## config.mk

```make
export PLATFORM = sky130hd
export DESIGN_NAME = axi4_lite_master_seq
export DESIGN_NICKNAME = d
export VERILOG_FILES = /design/src/rtl/axi4_lite_master_seq.sv
export SDC_FILE = /design/constraint.sdc
export NUM_CORES = 1
export LEC_CHECK = 0
export BUFFER_PORTS_ARGS = -buffer_cell sky130_fd_sc_hd__clkbuf_2
export CAP_MARGIN = 40
export CELL_PAD_IN_SITES_DETAIL_PLACEMENT = 0
export CELL_PAD_IN_SITES_GLOBAL_PLACEMENT = 2
export CORE_UTILIZATION = 31
export CTS_CLUSTER_DIAMETER = 120
export CTS_CLUSTER_SIZE = 14
export DETAILED_ROUTE_END_ITERATION = 8
export PLACE_DENSITY_LB_ADDON = 0.1
export SYNTH_ARGS = -nofsm -noshare
export SYNTH_HDL_FRONTEND = slang
export SYNTH_SLANG_ARGS = --single-unit
```

## constraint.sdc

```tcl
create_clock -name iCLK -period 3.4 [get_ports iCLK]
set_input_delay 0.85 -clock iCLK [delete_from_list [all_inputs] [get_ports iCLK]]
set_output_delay 0.85 -clock iCLK [all_outputs]
set_load 0.005 [all_outputs]
```

## src/rtl/axi4_lite_master_seq.sv

```systemverilog
// Single-outstanding AXI4-Lite master: command/response port in, one
// AXI4-Lite transaction out, with a watchdog on the B/R response phases.
//
// Ports
//   iCLK, iRST            clock, asynchronous active-low reset
//   cmd_*                 command request (valid/ready), write/addr/wdata/wstrb
//   rsp_*                 response (valid/ready), resp code and read data
//   err_count             saturating count of non-OKAY responses
//   m_AW*/m_W*/m_B*       AXI4-Lite write channels
//   m_AR*/m_R*            AXI4-Lite read channels
module axi4_lite_master_seq #(
    parameter int unsigned TIMEOUT = 64,
    parameter logic [2:0]  PROT    = 3'b000
) (
    input  logic        iCLK,
    input  logic        iRST,

    input  logic        cmd_valid,
    output logic        cmd_ready,
    input  logic        cmd_write,
    input  logic [31:0] cmd_addr,
    input  logic [31:0] cmd_wdata,
    input  logic [3:0]  cmd_wstrb,

    output logic        rsp_valid,
    input  logic        rsp_ready,
    output logic [1:0]  rsp_resp,
    output logic [31:0] rsp_rdata,
    output logic [7:0]  err_count,

    output logic        m_AWVALID,
    input  logic        m_AWREADY,
    output logic [31:0] m_AWADDR,
    output logic [2:0]  m_AWPROT,

    output logic        m_WVALID,
    input  logic        m_WREADY,
    output logic [31:0] m_WDATA,
    output logic [3:0]  m_WSTRB,

    input  logic        m_BVALID,
    output logic        m_BREADY,
    input  logic [1:0]  m_BRESP,

    output logic        m_ARVALID,
    input  logic        m_ARREADY,
    output logic [31:0] m_ARADDR,
    output logic [2:0]  m_ARPROT,

    input  logic        m_RVALID,
    output logic        m_RREADY,
    input  logic [31:0] m_RDATA,
    input  logic [1:0]  m_RRESP
);

    localparam int TW = (TIMEOUT < 2) ? 1 : $clog2(TIMEOUT + 1);

    typedef enum logic [2:0] {
        S_IDLE,
        S_WADDR,
        S_WRESP,
        S_RADDR,
        S_RDATA,
        S_RESP,
        S_DRAIN_B,
        S_DRAIN_R
    } state_t;

    state_t        state_q;
    logic [31:0]   addr_q;
    logic [31:0]   wdata_q;
    logic [3:0]    wstrb_q;
    logic          write_q;
    logic          aw_valid_q;
    logic          w_valid_q;
    logic          ar_valid_q;
    logic          bready_q;
    logic          rready_q;
    logic          rsp_valid_q;
    logic [1:0]    rsp_resp_q;
    logic [31:0]   rsp_rdata_q;
    logic [7:0]    err_count_q;
    logic [TW-1:0] timer_q;
    logic          timed_out_q;

    logic          aw_done;
    logic          w_done;
    logic          waddr_fin;
    logic          resp_hs;
    logic          tmo;
    logic [1:0]    resp_in;
    logic [31:0]   rdata_in;
    logic          err_new;

    assign aw_done   = aw_valid_q & m_AWREADY;
    assign w_done    = w_valid_q & m_WREADY;
    // A channel is finished if it handshakes now or already did earlier.
    assign waddr_fin = (aw_done | ~aw_valid_q) & (w_done | ~w_valid_q);

    always_comb begin
        resp_hs  = 1'b0;
        resp_in  = 2'b00;
        rdata_in = '0;
        if (state_q == S_WRESP) begin
            resp_hs = m_BVALID;
            resp_in = m_BRESP;
        end else if (state_q == S_RDATA) begin
            resp_hs  = m_RVALID;
            resp_in  = m_RRESP;
            rdata_in = m_RDATA;
        end
    end

    // Counter starts at 0 in the first response-phase cycle, so the
    // timeout fires after TIMEOUT+1 cycles without a handshake.
    assign tmo     = (TIMEOUT != 0) && (timer_q == TW'(TIMEOUT));
    assign err_new = resp_hs ? (resp_in != 2'b00) : 1'b1;

    always_ff @(posedge iCLK or negedge iRST) begin
        if (!iRST) begin
            state_q     <= S_IDLE;
            addr_q      <= '0;
            wdata_q     <= '0;
            wstrb_q     <= '0;
            write_q     <= 1'b0;
            aw_valid_q  <= 1'b0;
            w_valid_q   <= 1'b0;
            ar_valid_q  <= 1'b0;
            bready_q    <= 1'b0;
            rready_q    <= 1'b0;
            rsp_valid_q <= 1'b0;
            rsp_resp_q  <= 2'b00;
            rsp_rdata_q <= '0;
            err_count_q <= '0;
            timer_q     <= '0;
            timed_out_q <= 1'b0;
        end else begin
            unique case (state_q)
                S_IDLE: begin
                    if (cmd_valid) begin
                        addr_q  <= cmd_addr;
                        wdata_q <= cmd_wdata;
                        wstrb_q <= cmd_wstrb;
                        write_q <= cmd_write;
                        if (cmd_write) begin
                            state_q    <= S_WADDR;
                            aw_valid_q <= 1'b1;
                            w_valid_q  <= 1'b1;
                        end else begin
                            state_q    <= S_RADDR;
                            ar_valid_q <= 1'b1;
                        end
                    end
                end

                S_WADDR: begin
                    if (aw_done) aw_valid_q <= 1'b0;
                    if (w_done)  w_valid_q  <= 1'b0;
                    if (waddr_fin) begin
                        state_q  <= S_WRESP;
                        bready_q <= 1'b1;
                        timer_q  <= '0;
                    end
                end

                S_RADDR: begin
                    if (m_ARREADY) begin
                        ar_valid_q <= 1'b0;
                        state_q    <= S_RDATA;
                        rready_q   <= 1'b1;
                        timer_q    <= '0;
                    end
                end

                S_WRESP, S_RDATA: begin
                    if (resp_hs) begin
                        rsp_resp_q  <= resp_in;
                        rsp_rdata_q <= rdata_in;
                        timed_out_q <= 1'b0;
                    end else if (tmo) begin
                        rsp_resp_q  <= 2'b11;
                        rsp_rdata_q <= '0;
                        timed_out_q <= 1'b1;
                    end else begin
                        timer_q <= timer_q + 1'b1;
                    end
                    if (resp_hs || tmo) begin
                        state_q     <= S_RESP;
                        rsp_valid_q <= 1'b1;
                        bready_q    <= 1'b0;
                        rready_q    <= 1'b0;
                        if (err_new && (err_count_q != 8'hFF))
                            err_count_q <= err_count_q + 8'd1;
                    end
                end

                S_RESP: begin
                    if (rsp_ready) begin
                        rsp_valid_q <= 1'b0;
                        if (!timed_out_q) begin
                            state_q <= S_IDLE;
                        end else if (write_q) begin
                            state_q  <= S_DRAIN_B;
                            bready_q <= 1'b1;
                        end else begin
                            state_q  <= S_DRAIN_R;
                            rready_q <= 1'b1;
                        end
                    end
                end

                // The slave still owes one beat; swallow it silently.
                S_DRAIN_B: begin
                    if (m_BVALID) begin
                        bready_q    <= 1'b0;
                        timed_out_q <= 1'b0;
                        state_q     <= S_IDLE;
                    end
                end

                S_DRAIN_R: begin
                    if (m_RVALID) begin
                        rready_q    <= 1'b0;
                        timed_out_q <= 1'b0;
                        state_q     <= S_IDLE;
                    end
                end
            endcase
        end
    end

    assign cmd_ready = (state_q == S_IDLE);
    assign rsp_valid = rsp_valid_q;
    assign rsp_resp  = rsp_resp_q;
    assign rsp_rdata = rsp_rdata_q;
    assign err_count = err_count_q;

    assign m_AWVALID = aw_valid_q;
    assign m_AWADDR  = addr_q;
    assign m_AWPROT  = PROT;
    assign m_WVALID  = w_valid_q;
    assign m_WDATA   = wdata_q;
    assign m_WSTRB   = wstrb_q;
    assign m_BREADY  = bready_q;
    assign m_ARVALID = ar_valid_q;
    assign m_ARADDR  = addr_q;
    assign m_ARPROT  = PROT;
    assign m_RREADY  = rready_q;

endmodule

```

==> qor.csv, run 1 <==
metric,value,unit
outcome,finished clean,
reg2reg_slack,1.09,ns
synthTopCellsByCount,"128 x dfrtp_1, 57 x mux2_2, 39 x buf_4",
timing.hold.ws,0.383,ns
portBuffers,262,
p_int,5080,uW
cts_setup_buffers,0,
die_x,138,um
max_slew_margin,45.8,%
dieArea,18900,um2
cp_cell_sequence,buf_4 > nor3_1 > clkbuf_2,
synth.largest_area_cell,dfrtp_1,
max_stage_delay,0.68,ns
cts_hold_buf,0,
total_power,7510,uW
track_usage,15.8,%
yosysMostFrequentCell,dfrtp_1,
synth_edf_count,0,
row_count,49,
synth-seq-cells,128,
initial_core_util,31.6,%
rsz0062_at_grt,false,
worstPathRequired,2.55,ns
clk_pin_slew_worst_paths,0.06,ns
grt_max_degree,72,
num_antenna_cells,0,
cts_resized,0,
place_inst,886,
hpwl,11.2,mm
crit_family,flip-flops,
synth-seq-area-share,56.2,%
p_sw,2430,uW
num_vias,4294,
drc,0,
tightestPinTransition,0.813,ns
dominantRegCellSynth,dfrtp_1,
hold_violations,0,
finalClockSkew,0.0132,ns
clock_sinks,128,
ant_nets,0,
combPwrFrac,35.8,%
synthTopCellsByArea,"dfrtp_1 56%, mux2_2 11%, a22o_1 5.4%",
drive_above_1_share,54.4,%
setup_tns,0,ns
syn_inst,443,
dieHeight,138,um
criticalPathCategory,reg2out,
p_seq_share,36.9,%
cts-root-buf,clkbuf_16,
io_pins,269,
grt_overflow_total,0,
cp_slowest_cell,dfrtp_1,
wl_per_cell,16.3,um
switching_share,32.4,%
synth.distinct_cells,56,
avgSynthCellArea,12.9,um2
holdCritPathClass,in2async,
wl,15.0,mm
min_period,2.46,ns
cts_buffers,17,
cap_violations,0,
postPlaceCellArea,7010,um2
design_area,7680,um2
drt_pass1_iterations,4,
worstSkewPairLatency,0.41,ns
path_max_fanout,18,
cp-end-kind,output port,
synthArstFlopShare,100,%
cp_data_arrival_time,1.61,ns
finalCritPeriodShare,72.2,%
synth_area,5700,um2
fmax,407,MHz
layout.nets,793,
area_growth,34.7,%
grt_antenna_before_repair,0,
grt_pass1_vias,4066,
critPathLaunchType,flop,
yosysTopAreaCellShare,56.2,%
yosys_warnings,0,
cts_tree,built,
setup_viol,0,
finalNonFillerCells,918,
cp_num_buf_inv,2,
grt_pass1_wl,22.2,mm
vias_per_cell,4.68,
drt_iter0_drc,132,
leakagePower,0.00386,uW
gp_congestion,0.798,
clockBufferDepth,2,
clockPowerShare,27.4,%
peakVddDrop,0.355,mV
htree_levels,4,
core_area,18000,um2
powerDensity,978,nW/um2
maxSlewViolCount,0,
sequential cells by signal (all words and copies together), names as in the netlist:
signal	count
m_WDATA	32
rsp_rdata	32
timed_out_q	1
m_AWVALID	1
m_ARADDR	32
m_BREADY	1
timer_q	7
write_q	1
m_WVALID	1
m_WSTRB	4
m_RREADY	1
state_q	3
err_count	8
rsp_resp	2
m_ARVALID	1
rsp_valid	1
stage by stage:
stage / util [%] / worst slack (ns)
after floorplan: - / 1.26
after global placement: 38.9 / 1.02
after detailed placement: 38.9 / 0.961
after CTS: 42.6 / 0.917
after global routing: 42.6 / 0.783
final: 42.6 / 0.945
final cells by class:
type                            instances  area (um2)
Fill cell                            1755       10300
Sequential cell                       128        3200
Multi-Input combinational cell        250        2090
Timing Repair Buffer                  270        1400
Clock buffer                           21         470
Tap cell                              229         287
Clock inverter                         11         199
Inverter                                9        33.8
routing by layer:
metal | part of all wire, % | vias to the layer above | wire (um) | GRT usage, %
met2 | 51 | 144 | 7730 | 27.0
met4 | 1.7 | 0 | 251 | 5.98
li1 | - | 2036 | - | -
met1 | 41 | 2097 | 6080 | 18.4
met5 | 0 | - | 0 | 0
met3 | 6.3 | 17 | 947 | 5.00
worst register-to-register path: cells and delay by family (launching register included):
kind             cells  cell delay, ns
flip-flops           1            0.81
AO/OA/AOI/OAI        2            0.69
AND/OR/NAND/NOR      2            0.40
multiplexers         1            0.31
path summary, 6_finish.rpt:
| kind | depth (start not counted) | start | end |
|---|---|---|---|
| worst max-delay path | 3 | state_q[1] | cmd_ready |
| worst max register to register | 5 | state_q[2] | err_count[1] |
| worst min-delay path | 1 | iRST | m_WVALID |
| min in group iCLK | 1 | m_WDATA[19] | m_WDATA[19] |
| worst min register to register | 1 | m_WDATA[19] | m_WDATA[19] |
| max in group asynchronous | 2 | iRST | m_ARADDR[12] |
cell usage in the layout (no fill, tap or decap), types with 3 or more instances in the layout:
cell type	count
clkbuf_2	261
dfrtp_1	128
mux2_2	57
a22o_1	35
clkbuf_16	17
mux2_1	15
nand2_1	12
nor2_1	12
a21oi_1	10
inv_1	8
nand3_1	8
o21ai_0	7
and3_1	7
xnor2_1	7
nand2b_1	6
conb_1	6
buf_4	6
a31oi_1	5
bufinv_16	5
nor2b_1	4
nand4_1	4
nand3b_1	3
a21o_1	3
a211oi_1	3
o21ai_1	3
ha_1	3
clkbuf_8	3
inv_6	3
power by group through the flow:
stage / sequential (uW) / combinational [uW] / clock (uW)
3_3_place_gp: 2780 / 2730 / 0
6_report: 2770 / 2690 / 2060
3_5_place_dp: 2810 / 2740 / 0
5_1_grt: 2900 / 3020 / 2190
4_1_cts: 2780 / 2750 / 2120
2_1_floorplan: 2720 / 1740 / 0
cell families (layout without fill, tap and decap cells):
family,after synthesis,in the layout,share of synthesized area (%)
adder cells (fa/ha/maj),3,3,0.658
multiplexers,73,73,14.5
buffers and inverters,70,311,7.68
AO/OA/AOI/OAI,87,87,12.3
XOR/XNOR,7,7,1.08
AND/OR/NAND/NOR,74,74,7.57
flip-flops,128,128,56.2
other,1,6,0.0658
Note: power is estimated with default switching activity, not from simulation.
==> inputs of run 2 (changes only) <==
--- a/config.mk
+++ b/config.mk
@@ -9,7 +9,7 @@
 export CAP_MARGIN = 40
 export CELL_PAD_IN_SITES_DETAIL_PLACEMENT = 0
 export CELL_PAD_IN_SITES_GLOBAL_PLACEMENT = 2
-export CORE_UTILIZATION = 31
+export CORE_UTILIZATION = 29
 export CTS_CLUSTER_DIAMETER = 120
 export CTS_CLUSTER_SIZE = 14
 export DETAILED_ROUTE_END_ITERATION = 8
==> constraint.sdc (replaced) <==
create_clock -name iCLK -period 2.4 [get_ports iCLK]
set_input_delay 0.6 -clock iCLK [delete_from_list [all_inputs] [get_ports iCLK]]
set_output_delay 0.6 -clock iCLK [all_outputs]
set_load 0.005 [all_outputs]
==> run 2 against run 1 <==
  * Non-clock buffer count rose by 4
  * Worst hold slack got worse by 0.31 ns
  * First-iteration DRC count rose by 1.5%
  * Critical path type unchanged
==> qor.csv, run 2 (same netlist as run 1, synthesis figures left out) <==
metric,value,unit
outcome,finished clean,
grt_busiest_layer,met2,
wl,15.3,mm
cp_num_buf_inv,2,
grt_pass1_vias,4207,
met1_usage,17.7,%
max_slew_margin,58.0,%
maxSlewViolCount,0,
criticalPathCategory,reg2out,
cts_setup_buffers,0,
num_vias,4322,
gp_congestion,0.762,
hpwl,11.5,mm
setup_tns,0,ns
rr_startpoint,state_q[2],
cp_slowest_cell,dfrtp_1,
switching_share,33.4,%
initial_core_util,30.0,%
grt_pass1_wl,23.2,mm
final_util,40.4,%
final_cell_mix,"261 x clkbuf_2, 128 x dfrtp_1, 57 x mux2_2",
row_count,50,
finalClockSkew,0.0128,ns
cp_cell_sequence,buf_4 > nor3_1 > clkbuf_2,
use_met2,26.2,%
wl_per_cell,16.0,um
drive_above_1_share,54.5,%
cts_tree,built,
drt_iter0_drc,134,
htree_levels,4,
cap_violations,0,
layout.nets,797,
tightestPinTransition,0.629,ns
rsz0062_at_grt,false,
path_max_fanout,16,
clockBufferDepth,2,
grt_antenna_before_repair,0,
drc,0,
peakVddDrop,0.450,mV
startpoint,state_q[2],
nFillCells,1909,
area_growth,34.7,%
min_period,2.15,ns
p_seq_share,36.8,%
fmax,465,MHz
leakagePower,0.00384,uW
combPwrFrac,38.7,%
clockPowerShare,24.4,%
dieArea,20200,um2
cts_buffers,17,
cp_data_arrival_time,1.55,ns
clk_pin_slew_worst_paths,0.06,ns
portBuffers,262,
p_int,6890,uW
cts-root-buf,clkbuf_16,
cts_hold_buf,0,
num_antenna_cells,0,
critPathLaunchType,flop,
finalCritPeriodShare,89.6,%
clock_sinks,128,
crit_family,flip-flops,
cts_resized,0,
cp-end-kind,output port,
dieHeight,142,um
holdCritPathClass,in2async,
track_usage,15.1,%
drt_pass1_iterations,4,
ant_nets,0,
grt_max_degree,72,
worstSkewPairLatency,0.41,ns
use_met3,4.21,%
hold_violations,0,
mostFrequentLayoutCell,clkbuf_2,
p_sw,3450,uW
setup_viol,0,
max_stage_delay,0.55,ns
vias_per_cell,4.54,
die_x,142,um
io_pins,269,
worstPathRequired,1.80,ns
grt_overflow_total,0,
powerDensity,1350,nW/um2
core_area,19000,um2
==> run 2: cell count changes in the layout (fill, tap and decap cells not counted), moves of 2 or more <==
cell        change
buf_12          +2
clkbuf_8        -2
bufinv_16       -3
clkinvlp_4      +2
clkinv_2        +2
buf_4           +3
==> run 2: layout make-up <==
cell class | count | area, um2 | area share (%)
Clock inverter | 12 | 134 | 1.74
Clock buffer | 20 | 447 | 5.81
Sequential cell | 128 | 3200 | 41.7
Tap cell | 260 | 325 | 4.23
Inverter | 9 | 33.8 | 0.440
Timing Repair Buffer | 274 | 1450 | 18.9
Multi-Input combinational cell | 250 | 2090 | 27.1
==> run 2: stage by stage <==
stage,power (uW),instances,area [um2],hold WS [ns],setup slack (ns)
after floorplan,6310,448,5720,0.304,0.509
after global placement,7900,921,7100,0.468,0.317
after detailed placement,7940,921,7100,0.477,0.248
after CTS,10500,953,7680,0.0577,0.230
after global routing,11100,953,7680,0.0734,0.118
final,10300,953,7680,0.0688,0.249
==> run 2: worst paths after layout <==
kind                                 to  cells past startpoint  slack, ns
setup / recovery              cmd_ready                      3       0.25
hold reg to reg              m_WDATA[8]                      1       0.49
setup reg to reg           err_count[1]                      5       0.32
hold / removal             m_ARADDR[20]                      1       0.07
min in group iCLK          rsp_rdata[8]                      2       0.41
max in group asynchronous   m_ARADDR[7]                      2       1.69
==> run 2: metal layers <==
metal	wire length [um]	part of all wire, %
met1	6350	42
met2	7690	50
met3	1010	6.6
met4	215	1.4
met5	0	0
==> run 2: worst register-to-register path: cells and delay by family (launching register included) <==
kind | cells | cell delay (ns)
AOI/OAI and AO/OA | 2 | 0.66
and+or+nand+nor | 2 | 0.38
muxes | 1 | 0.30
DFF | 1 | 0.63
==> run 2: power by group through the flow <==
stage / Clock, uW / Combinational [uW] / Sequential, uW
after floorplan: 0 / 2460 / 3850
after global placement: 0 / 4080 / 3820
after detailed placement: 0 / 4090 / 3850
after CTS: 2620 / 4100 / 3820
after global routing: 2710 / 4450 / 3960
final: 2530 / 4010 / 3810
==> inputs of run 3 (changes only) <==
--- a/config.mk
+++ b/config.mk
@@ -14,6 +14,7 @@
 export CTS_CLUSTER_SIZE = 14
 export DETAILED_ROUTE_END_ITERATION = 8
 export PLACE_DENSITY_LB_ADDON = 0.1
+export RECOVER_POWER = 25
 export SYNTH_ARGS = -nofsm -noshare
 export SYNTH_HDL_FRONTEND = slang
 export SYNTH_SLANG_ARGS = --single-unit
==> run 3 against run 2 <==
  * Die area is the same
  * Fmax is the same
  * Clock power is essentially flat
  * Total power is essentially flat
  * Largest cell class unchanged
==> qor.csv, run 3 (same netlist as run 1, synthesis figures left out) <==
metric,value,unit
outcome,finished clean,
fin_ws,0.249,ns
cp_data_arrival_time,1.55,ns
mostFrequentLayoutCell,clkbuf_2,
wl,15.3,mm
criticalPathCategory,reg2out,
dieArea,20200,um2
pre_cts_slack,0.248,ns
holdCritPathClass,in2async,
grt_max_degree,72,
clk_pin_slew_worst_paths,0.06,ns
track_usage,15.1,%
drt_pass1_iterations,4,
drt_iter0_drc,131,
finalNonFillerCells,953,
num_vias,4325,
layout.nets,797,
min_period,2.15,ns
finalCritPeriodShare,89.6,%
setup_viol,0,
cp_num_buf_inv,2,
ant_nets,0,
grt_pass1_vias,4207,
cts_hold_buf,0,
max_stage_delay,0.55,ns
wl_per_cell,16.0,um
path_max_fanout,16,
clock_sinks,128,
place_inst,921,
timing.hold.ws,0.396,ns
clockBufferDepth,2,
grt_pass1_wl,23.2,mm
setup_tns,0,ns
cp_cell_sequence,buf_4 > nor3_1 > clkbuf_2,
finalClockSkew,0.0129,ns
row_count,50,
die_x,142,um
peakVddDrop,0.450,mV
num_antenna_cells,0,
grt_overflow_total,0,
io_pins,269,
max_slew_margin,23.5,%
final_cell_mix,"262 x clkbuf_2, 128 x dfrtp_1, 57 x mux2_2",
drc,0,
drive_above_1_share,54.4,%
worstPathRequired,1.80,ns
grt_antenna_before_repair,0,
total_power,10300,uW
cts-root-buf,clkbuf_16,
dieHeight,142,um
cts_setup_buffers,0,
cts_buffers,17,
area_growth,34.6,%
crit_family,flip-flops,
maxSlewViolCount,0,
critPathLaunchType,flop,
initial_core_util,30.0,%
hpwl,11.5,mm
rsz0062_at_grt,false,
powerDensity,1350,nW/um2
htree_levels,4,
tightestPinTransition,1.15,ns
vias_per_cell,4.54,
cp-end-kind,output port,
cap_violations,0,
core_area,19000,um2
hold_violations,0,
portBuffers,262,
leakagePower,0.00384,uW
gp_congestion,0.762,
worstSkewPairLatency,0.41,ns
cp_slowest_cell,dfrtp_1,
cts_tree,built,
cts_resized,0,
fmax,465,MHz
[run 3: cell type report]
type                            instances  area, um2
Timing Repair Buffer                  274       1450
Clock buffer                           20        447
Fill cell                            1909      11300
Sequential cell                       128       3200
Multi-Input combinational cell        250       2090
Clock inverter                         12        134
Tap cell                              260        325
Inverter                                9       33.8
[run 3: final timing paths]
check                           slack (ns)  startpoint           end  cells after the start
worst min-delay path                  0.40        iRST  m_ARADDR[20]                      1
worst max-delay path                  0.25  state_q[2]     cmd_ready                      3
min in group iCLK                     0.41  m_RDATA[8]  rsp_rdata[8]                      2
worst max register to register        0.32  state_q[2]  err_count[1]                      5
worst min register to register        0.48  m_WDATA[8]    m_WDATA[8]                      1
max in group asynchronous             0.81        iRST  err_count[6]                      2
[run 3: stage by stage]
step | cell area (um2) | utilization (%)
6_report | 7680 | 40.4
5_1_grt | 7680 | 40.4
4_1_cts | 7680 | 40.4
3_5_place_dp | 7100 | 37.3
3_3_place_gp | 7100 | 37.3
2_1_floorplan | 5720 | -
[run 3: worst reg2reg max path, cell delays in order, from the launching register on]
cell,delay [ns]
dfrtp_1,0.63
nand3b_1,0.25
a2111oi_4,0.50
a221oi_4,0.16
nand2_2,0.13
mux2_4,0.30
[run 3: layer usage]
layer	wire length [um]	part of all wire [%]	global-route usage [%]	vias up
li1	-	-	-	2034
met1	6330	42	17.7	2102
met2	7680	50	26.2	172
met3	1020	6.7	4.21	17
met4	215	1.4	5.66	0
met5	0	0	0	-
[run 3: where the power goes]
| part | total (uW) | leakage, uW | switching, uW | internal (uW) |
|---|---|---|---|---|
| Clock | 2530 | 0.000281 | 965 | 1560 |
| Sequential | 3810 | 0.00156 | 640 | 3170 |
| Combinational | 4000 | 0.00200 | 1850 | 2160 |
